`src/rtl/iter_shifter_pkg.sv`:
```
// ---------------------------------------------------------------------------
// iter_shifter_pkg
//   Shared constants for the multi-cycle shifter datapath.
//   - Shift operation codes used by both the one-step shifter and the
//     iterating controller.
//   - Controller state encodings (plain localparams so older code that
//     compares raw 2-bit state values keeps working).
// ---------------------------------------------------------------------------
package iter_shifter_pkg;

    // One-bit shift operation codes
    localparam logic [1:0] SH_NONE = 2'b00;  // pass-through
    localparam logic [1:0] SH_LSL  = 2'b01;  // left, LSB <- 0
    localparam logic [1:0] SH_LSR  = 2'b10;  // logical right, MSB <- 0
    localparam logic [1:0] SH_ASR  = 2'b11;  // arithmetic right, MSB kept

    // Controller states
    localparam logic [1:0] ST_IDLE = 2'd0;   // waiting for start
    localparam logic [1:0] ST_RUN  = 2'd1;   // one step per clock
    localparam logic [1:0] ST_FIN  = 2'd2;   // result valid, done pulse

endpackage

```
`src/rtl/iter_shifter_step.sv`:
```
// ---------------------------------------------------------------------------
// iter_shifter_step
//   Single-step combinational shifter: applies one one-bit shift of the
//   selected kind to its operand.
//   Ports:
//     din   [WIDTH-1:0]  operand
//     code  [1:0]        shift operation (SH_* from iter_shifter_pkg)
//     dout  [WIDTH-1:0]  operand shifted by one position (or unchanged)
// ---------------------------------------------------------------------------
module iter_shifter_step
    import iter_shifter_pkg::*;
#(
    parameter int WIDTH = 16
) (
    input  logic [WIDTH-1:0] din,
    input  logic [1:0]       code,
    output logic [WIDTH-1:0] dout
);

    // Pick one of the three one-bit shifts; anything else passes through
    always_comb begin
        dout = din;
        case (code)
            SH_LSL:  dout = {din[WIDTH-2:0], 1'b0};
            SH_LSR:  dout = {1'b0, din[WIDTH-1:1]};
            SH_ASR:  dout = {din[WIDTH-1], din[WIDTH-1:1]};
            default: dout = din;
        endcase
    end

endmodule

```
`src/rtl/iter_shifter.sv`:
```
// ---------------------------------------------------------------------------
// iter_shifter
//   Multi-cycle variable-amount shifter with a start/done handshake. The
//   operand is captured on accept and then shifted by one bit per clock,
//   `amount` times, through a single combinational one-step shifter.
//   Ports:
//     clk      rising-edge clock
//     reset_n  synchronous active-low reset
//     start    request, sampled on a clk edge (only in IDLE or FIN)
//     Bin      operand, captured on accept
//     shift    operation code, captured on accept
//     amount   number of one-bit steps, captured on accept
//     busy     high while steps remain (state RUN)
//     done     one-cycle pulse when out is valid (state FIN)
//     out      result register, held until the next accept
// ---------------------------------------------------------------------------
module iter_shifter
    import iter_shifter_pkg::*;
#(
    parameter int WIDTH = 16,
    parameter int AMT_W = 4
) (
    input  logic             clk,
    input  logic             reset_n,
    input  logic             start,
    input  logic [WIDTH-1:0] Bin,
    input  logic [1:0]       shift,
    input  logic [AMT_W-1:0] amount,
    output logic             busy,
    output logic             done,
    output logic [WIDTH-1:0] out
);

    logic [1:0]       state;
    logic [1:0]       code;
    logic [AMT_W-1:0] count;
    logic [WIDTH-1:0] step_out;

    iter_shifter_step #(
        .WIDTH (WIDTH)
    ) u_step (
        .din  (out),
        .code (code),
        .dout (step_out)
    );

    // Controller: FIN accepts a new start just like IDLE so operations can
    // run back to back. A zero-step request (amount 0 or no-op code) skips
    // RUN entirely and goes straight to FIN with the operand unchanged.
    always_ff @(posedge clk) begin
        if (!reset_n) begin
            state <= ST_IDLE;
            out   <= '0;
            code  <= SH_NONE;
            count <= '0;
        end else begin
            case (state)
                ST_IDLE, ST_FIN: begin
                    if (start) begin
                        out  <= Bin;
                        code <= shift;
                        if (amount == '0 || shift == SH_NONE) begin
                            count <= '0;
                            state <= ST_FIN;
                        end else begin
                            count <= amount;
                            state <= ST_RUN;
                        end
                    end else begin
                        state <= ST_IDLE;
                    end
                end
                ST_RUN: begin
                    out   <= step_out;
                    count <= count - AMT_W'(1);
                    if (count == AMT_W'(1)) begin
                        state <= ST_FIN;
                    end
                end
                default: begin
                    state <= ST_IDLE;
                end
            endcase
        end
    end

    assign busy = (state == ST_RUN);
    assign done = (state == ST_FIN);

endmodule
```
`config.mk`:
```
export PLATFORM = sky130hd
export DESIGN_NAME = iter_shifter
export DESIGN_NICKNAME = d
export VERILOG_FILES = /design/src/rtl/iter_shifter_pkg.sv /design/src/rtl/iter_shifter_step.sv /design/src/rtl/iter_shifter.sv
export SDC_FILE = /design/constraint.sdc
export NUM_CORES = 1
export LEC_CHECK = 0
export BUFFER_PORTS_ARGS = -buffer_cell sky130_fd_sc_hd__buf_2
export CAP_MARGIN = 20
export CORE_UTILIZATION = 55
export CTS_BUF_LIST = sky130_fd_sc_hd__clkbuf_16
export CTS_CLUSTER_SIZE = 25
export DETAILED_ROUTE_END_ITERATION = 12
export HOLD_SLACK_MARGIN = 0.08
export PLACE_DENSITY = 0.84
export SETUP_SLACK_MARGIN = 0.4
export SLEW_MARGIN = 20
export SYNTH_ARGS = -nofsm -noshare
export SYNTH_HDL_FRONTEND = slang
export SYNTH_SLANG_ARGS = --single-unit
```
`constraint.sdc`:
```
create_clock -name clk -period 2.1 [get_ports clk]
set_input_delay 0.105 -clock clk [delete_from_list [all_inputs] [get_ports clk]]
set_output_delay 0.105 -clock clk [all_outputs]
set_load 0.01 [all_outputs]
```
## Yosys cells after proc, flatten, opt, wreduce, memory -nomap -nowiden

Index checks and enable logic that the tools add are counted.

- Register bits after elaboration: 24
- Input bits: 25
- Output and inout bits: 18

- Add/subtract/negate cells: 1
- Equal/unequal tests: 11
- Mux-type cells: 10
- Reductions and logical operators: 10

Operators by type and width:

| kind | number |
|---|---|
| 16-bit case mux with 3 select lines | 1 |
| 16-bit case mux with 2 select lines | 1 |
| 16-bit two-way mux | 1 |
| 4-bit two-way mux | 2 |
| 4-bit case mux with 2 select lines | 1 |
| 2-bit == test, second input constant | 3 |
| 2-bit two-way mux | 3 |
| 2-bit by 1-bit == test with 1-bit output, second input constant | 2 |
| 4-bit by 1-bit == test with 1-bit output, second input constant | 1 |
| 2-bit zero test | 2 |
| 4-bit zero test | 1 |
| 2-bit inequality test, second input constant | 2 |
| 4-bit by 1-bit inequality test with 1-bit output, second input constant | 1 |
| 2-bit case mux with 2 select lines | 1 |
| 2-bit AND reduction | 2 |
| 4-bit AND reduction | 1 |
| 4-bit by 1-bit subtractor with 4-bit output, second input constant | 1 |
| 3-bit by 1-bit inequality test with 1-bit output, second input constant | 1 |
| 3-bit AND reduction | 1 |
| 2-bit by 1-bit inequality test with 1-bit output, second input constant | 1 |
| 2-bit nonzero test | 1 |
| 2-bit OR reduction | 1 |
| 1-bit logical OR | 1 |

## Depth between registers and ports, before layout

- Depth after elaboration: 5
- Mapped depth: 6

## Modules after synthesis

From an unflattened synthesis, not the netlist that was laid out.

- Cell total of the unflattened synthesis: 192
- Area, all modules: 1508.9 µm²

By module, submodules not included:

| module | instances | cells an instance | area an instance (µm²) | seq. area each (µm²) |
|---|---|---|---|---|
| iter_shifter | 1 | 141 | 1153.6 | 480.5 |
| iter_shifter_step | 1 | 51 | 355.3 | 0.0 |

## Least setup slack after synthesis

OpenSTA, ideal clock, no wires.

- Kind: flip-flop to flip-flop
- From: reg state[1]
- To: reg out[10]
- Data arrival time: 1.232 ns
- Setup slack: 0.772 ns
- Cell stages (with the launch flop): 6
- Clock period less this slack: 1.328 ns
- Cells stage by stage: dfxtp_1 -> nand2b_1 -> buf_6 -> o21a_4 -> buf_6 -> o41ai_2

- Longest elaborated chain between the ends: 4
- Elaborated cells on any way between the ends: 9
- Classes of those cells: eq/ne (4); mux (1); reduce/logical (4)

RTL lines:

| element | line | source |
|---|---|---|
| from (decl) | iter_shifter.sv:34 | `logic [1:0] state;` |
| from (signal assigned) | iter_shifter.sv:52 | `state <= ST_IDLE;` |
| from (signal assigned) | iter_shifter.sv:64 | `state <= ST_FIN;` |
| from (signal assigned) | iter_shifter.sv:67 | `state <= ST_RUN;` |
| 2-bit == test or 2-bit zero test (tied branches) | iter_shifter.sv:57 | `case (state)` |
| 2-bit OR reduction | iter_shifter.sv:57 |  |
| 2-bit inequality test (no line) or 2-bit nonzero test (tied branches) | -- |  |
| 3-bit AND reduction (no line) | -- |  |
| to (signal assigned) | iter_shifter.sv:60 | `out <= Bin;` |
| to (signal assigned) | iter_shifter.sv:74 | `out <= step_out;` |
| to (decl) | iter_shifter.sv:31 | `output logic [WIDTH-1:0] out` |

Parallel ways exist; a longest one is shown, timed or not.
A chain may end at the register's enable or synchronous reset.

## Worst setup path in the final report

- From: reg state[1]
- To: out busy

- Longest elaborated chain between the ends: 1

RTL lines:

| element | line | source |
|---|---|---|
| 2-bit by 1-bit == test with 1-bit output | iter_shifter.sv:87 | `assign busy = (state == ST_RUN);` |
| to (decl) | iter_shifter.sv:29 | `output logic busy,` |

Every way passes these cells.

==> results_dict.tcl <==
set metrics [dict create \
    synth_edf_count 0 \
    cp-startpoint "state[1]" \
    rsz0062_at_grt "true" \
    drt_iter0_markers 49 \
    grt_pass1_wl_um 6680 \
    ctsResizeCount 0 \
    relSlewSlack_pct 41.3 \
    drc 0 \
    via_per_inst 6.61 \
    synth_compound_area_share_pct 38.4 \
    arrival_ns 1.57 \
    synthCells 167 \
    ioPinCount 43 \
    grt_pass1_vias 1399 \
    gp_congestion 0.773 \
    synth_top_family_by_area "compound AO/OA/AOI/OAI gates" \
    initial_utilization_pct 59.7 \
    antenna_found_initial 0 \
    clock.fmax_mhz 595 \
    leakage_nw 0.790 \
    end_kind "output port" \
    final_util_pct 71.9 \
    die_y_um 54.3 \
    coreArea_sq_um 2520 \
    setup_tns_ns 0 \
    synth_xor_area_share_pct 1.16 \
    port_buffers 42 \
    synthMuxAreaShare_pct 0.665 \
    synth_area_sq_um 1510 \
    post-route-min-period_ns 1.68 \
    num_rows 18 \
    ys_seq_area_share_pct 31.9 \
    synth_area_per_cell_sq_um 9.01 \
    clk_path_buf_depth 2 \
    path_class "reg -> out" \
    status "finished clean" \
    timing.rr.end "out[11]" \
    areaGrowthSynthToFinish_pct 20.4 \
    synth_common_cells "dfxtp_1, nor2_1, nor2b_1, a211oi_1, o2111ai_1" \
    yosys-top-cells-area "dfxtp_1, o41ai_2, o2111ai_1" \
    synthAdderAreaFrac_pct 1.66 \
    synth-simple-area-share_pct 18.6 \
    path_clk_slew_ns 0.06 \
    overflow 0 \
    ir_drop_v 0.000506 \
    cp.required_ns 2.00 \
    num_vias 1541 \
    async_reset_ff_share_pct 0 \
    start_kind "register" \
    crit_path_end "busy" \
    grt_usage_pct 31.5 \
    drive_gt1_share_pct 34.0 \
    diodes 0 \
    cts_setup_buffers 0 \
    yosys_warnings 0 \
    cts_htree_levels 1 \
    power_density_nw_per_um2 741 \
    ys_types 40 \
    grt_max_degree 31 \
    cts_root_buf "clkbuf_16" \
    cts.sinks 24 \
    finalCritPeriodShare_pct 80.0 \
    synth_top_area_share_pct 31.9 \
    ff2ff_path_depth 4 \
    die_w_um 54.3 \
    fin_skew_ns 0.00322 \
    postRouteAntennaNets 0 \
    worstHoldPathType "in -> reg" \
    drt_wl_total_um 4180 \
    synth-seq-cells 24 \
    synth_ff_type "dfxtp_1" \
    yosys.cell_count.top_type "dfxtp_1" \
    numCtsBuffers 3 \
    hold_viol 0 \
    tritoncts "done" \
    reg2reg_setup_slack_ns 0.51 \
    crit_fanout 15 \
    r2r-start "state[1]" \
    worst_pin_slew_ns 0.879 \
    synth_area_leader_cell "dfxtp_1" \
    hold_buffers 0 \
    dp_hpwl_um 2690 \
    drt_first_pass_iters 4 \
    die-area_sq_um 2950 \
    synth_fp_nets 194 \
    finalSetupViolCount 0 \
    nNetsFinal 231 \
    clk-insertion-delay-late_ns 0.26 \
    drv_slew 0 \
    wl_per_cell_um 17.9 \
    maxCapViolations 0 \
]
## cell families (layout without fill, tap and decap cells)
group / after synthesis / after routing
flops: 24 / 24
fa+ha+maj: 2 / 2
buf+inv: 23 / 59
mux: 1 / 1
compound gates: 61 / 61
simple gates: 54 / 54
xor+xnor: 2 / 2
## flip-flops by register name (all words and copies together) (netlist names)
name and flops:
out 16, count 4, code 2, state 2
## placed cells by master (no fill, tap or decap), drive strengths merged, types with 2 or more instances in the layout
cell type / synthesis / routed
clkbuf: 8 / 3
inv: 6 / 5
o2111ai: 14 / 14
o41ai: 14 / 14
or2: 2 / 2
o311a: 2 / 2
nor2: 17 / 17
and2: 2 / 2
nor3b: 2 / 2
nor2b: 16 / 16
buf: 9 / 49
a211oi: 14 / 14
dfxtp: 24 / 24
nand3: 2 / 2
a21oi: 5 / 5
nand2: 7 / 7
ha: 2 / 2
nand2b: 2 / 2
o211a: 2 / 2
## worst max-delay path, cell delays in order, from the launching register on
cell and delay, ns:
dfxtp_1 0.39, nand2b_1 0.23, clkinvlp_4 0.30, buf_4 0.26
buf_2 0.14
## per-stage QoR
| step | cells | hold slack (ns) | area (sq um) | setup slack, ns | total power [W] |
|---|---|---|---|---|---|
| 3_5_place_dp | 229 | 0.375 | 1710 | 0.494 | 0.000916 |
| 4_1_cts | 233 | 0.105 | 1790 | 0.416 | 0.00133 |
| 6_report | 233 | 0.105 | 1810 | 0.420 | 0.00134 |
| 3_3_place_gp | 229 | 0.362 | 1710 | 0.629 | 0.000896 |
| 5_1_grt | 233 | 0.121 | 1810 | 0.366 | 0.00140 |
| 2_1_floorplan | 167 | 0.241 | 1510 | 0.772 | 0.000803 |
## cell type report
class                   count  area [sq um]
multi-input cells         120           926
inverters                   6          26.3
well taps                  30          37.5
repair buffers             49           263
flip-flops and latches     24           482
fillers                   202           709
clock buffers               3          75.1
clock inverters             1          3.75
## where the power goes
part	leakage (nW)	internal, W	switching [W]
logic	0.553	0.000156	0.000217
clock network	0.0385	0.000255	0.000163
registers	0.198	0.000503	0.0000484
total	0.790	0.000914	0.000429
## routing by layer
layer	up-vias	track usage (%)	wire length (um)
li1	721	-	-
met1	749	39.0	1770
met2	62	53.3	2090
met3	9	5.00	246
met4	0	14.1	80
met5	-	0	0
## how the worst min path moves through the flow
stage,from,endpoint,slack [ns],depth (start not counted)
floorplan,shift[0],code[0],0.24,2
global placement,shift[0],code[0],0.36,3
detailed placement,shift[1],code[1],0.37,3
CTS,shift[1],code[1],0.10,3
global route,shift[1],code[1],0.12,3
finish,shift[1],code[1],0.11,3
No activity file was read; power rests on OpenSTA's default activity.
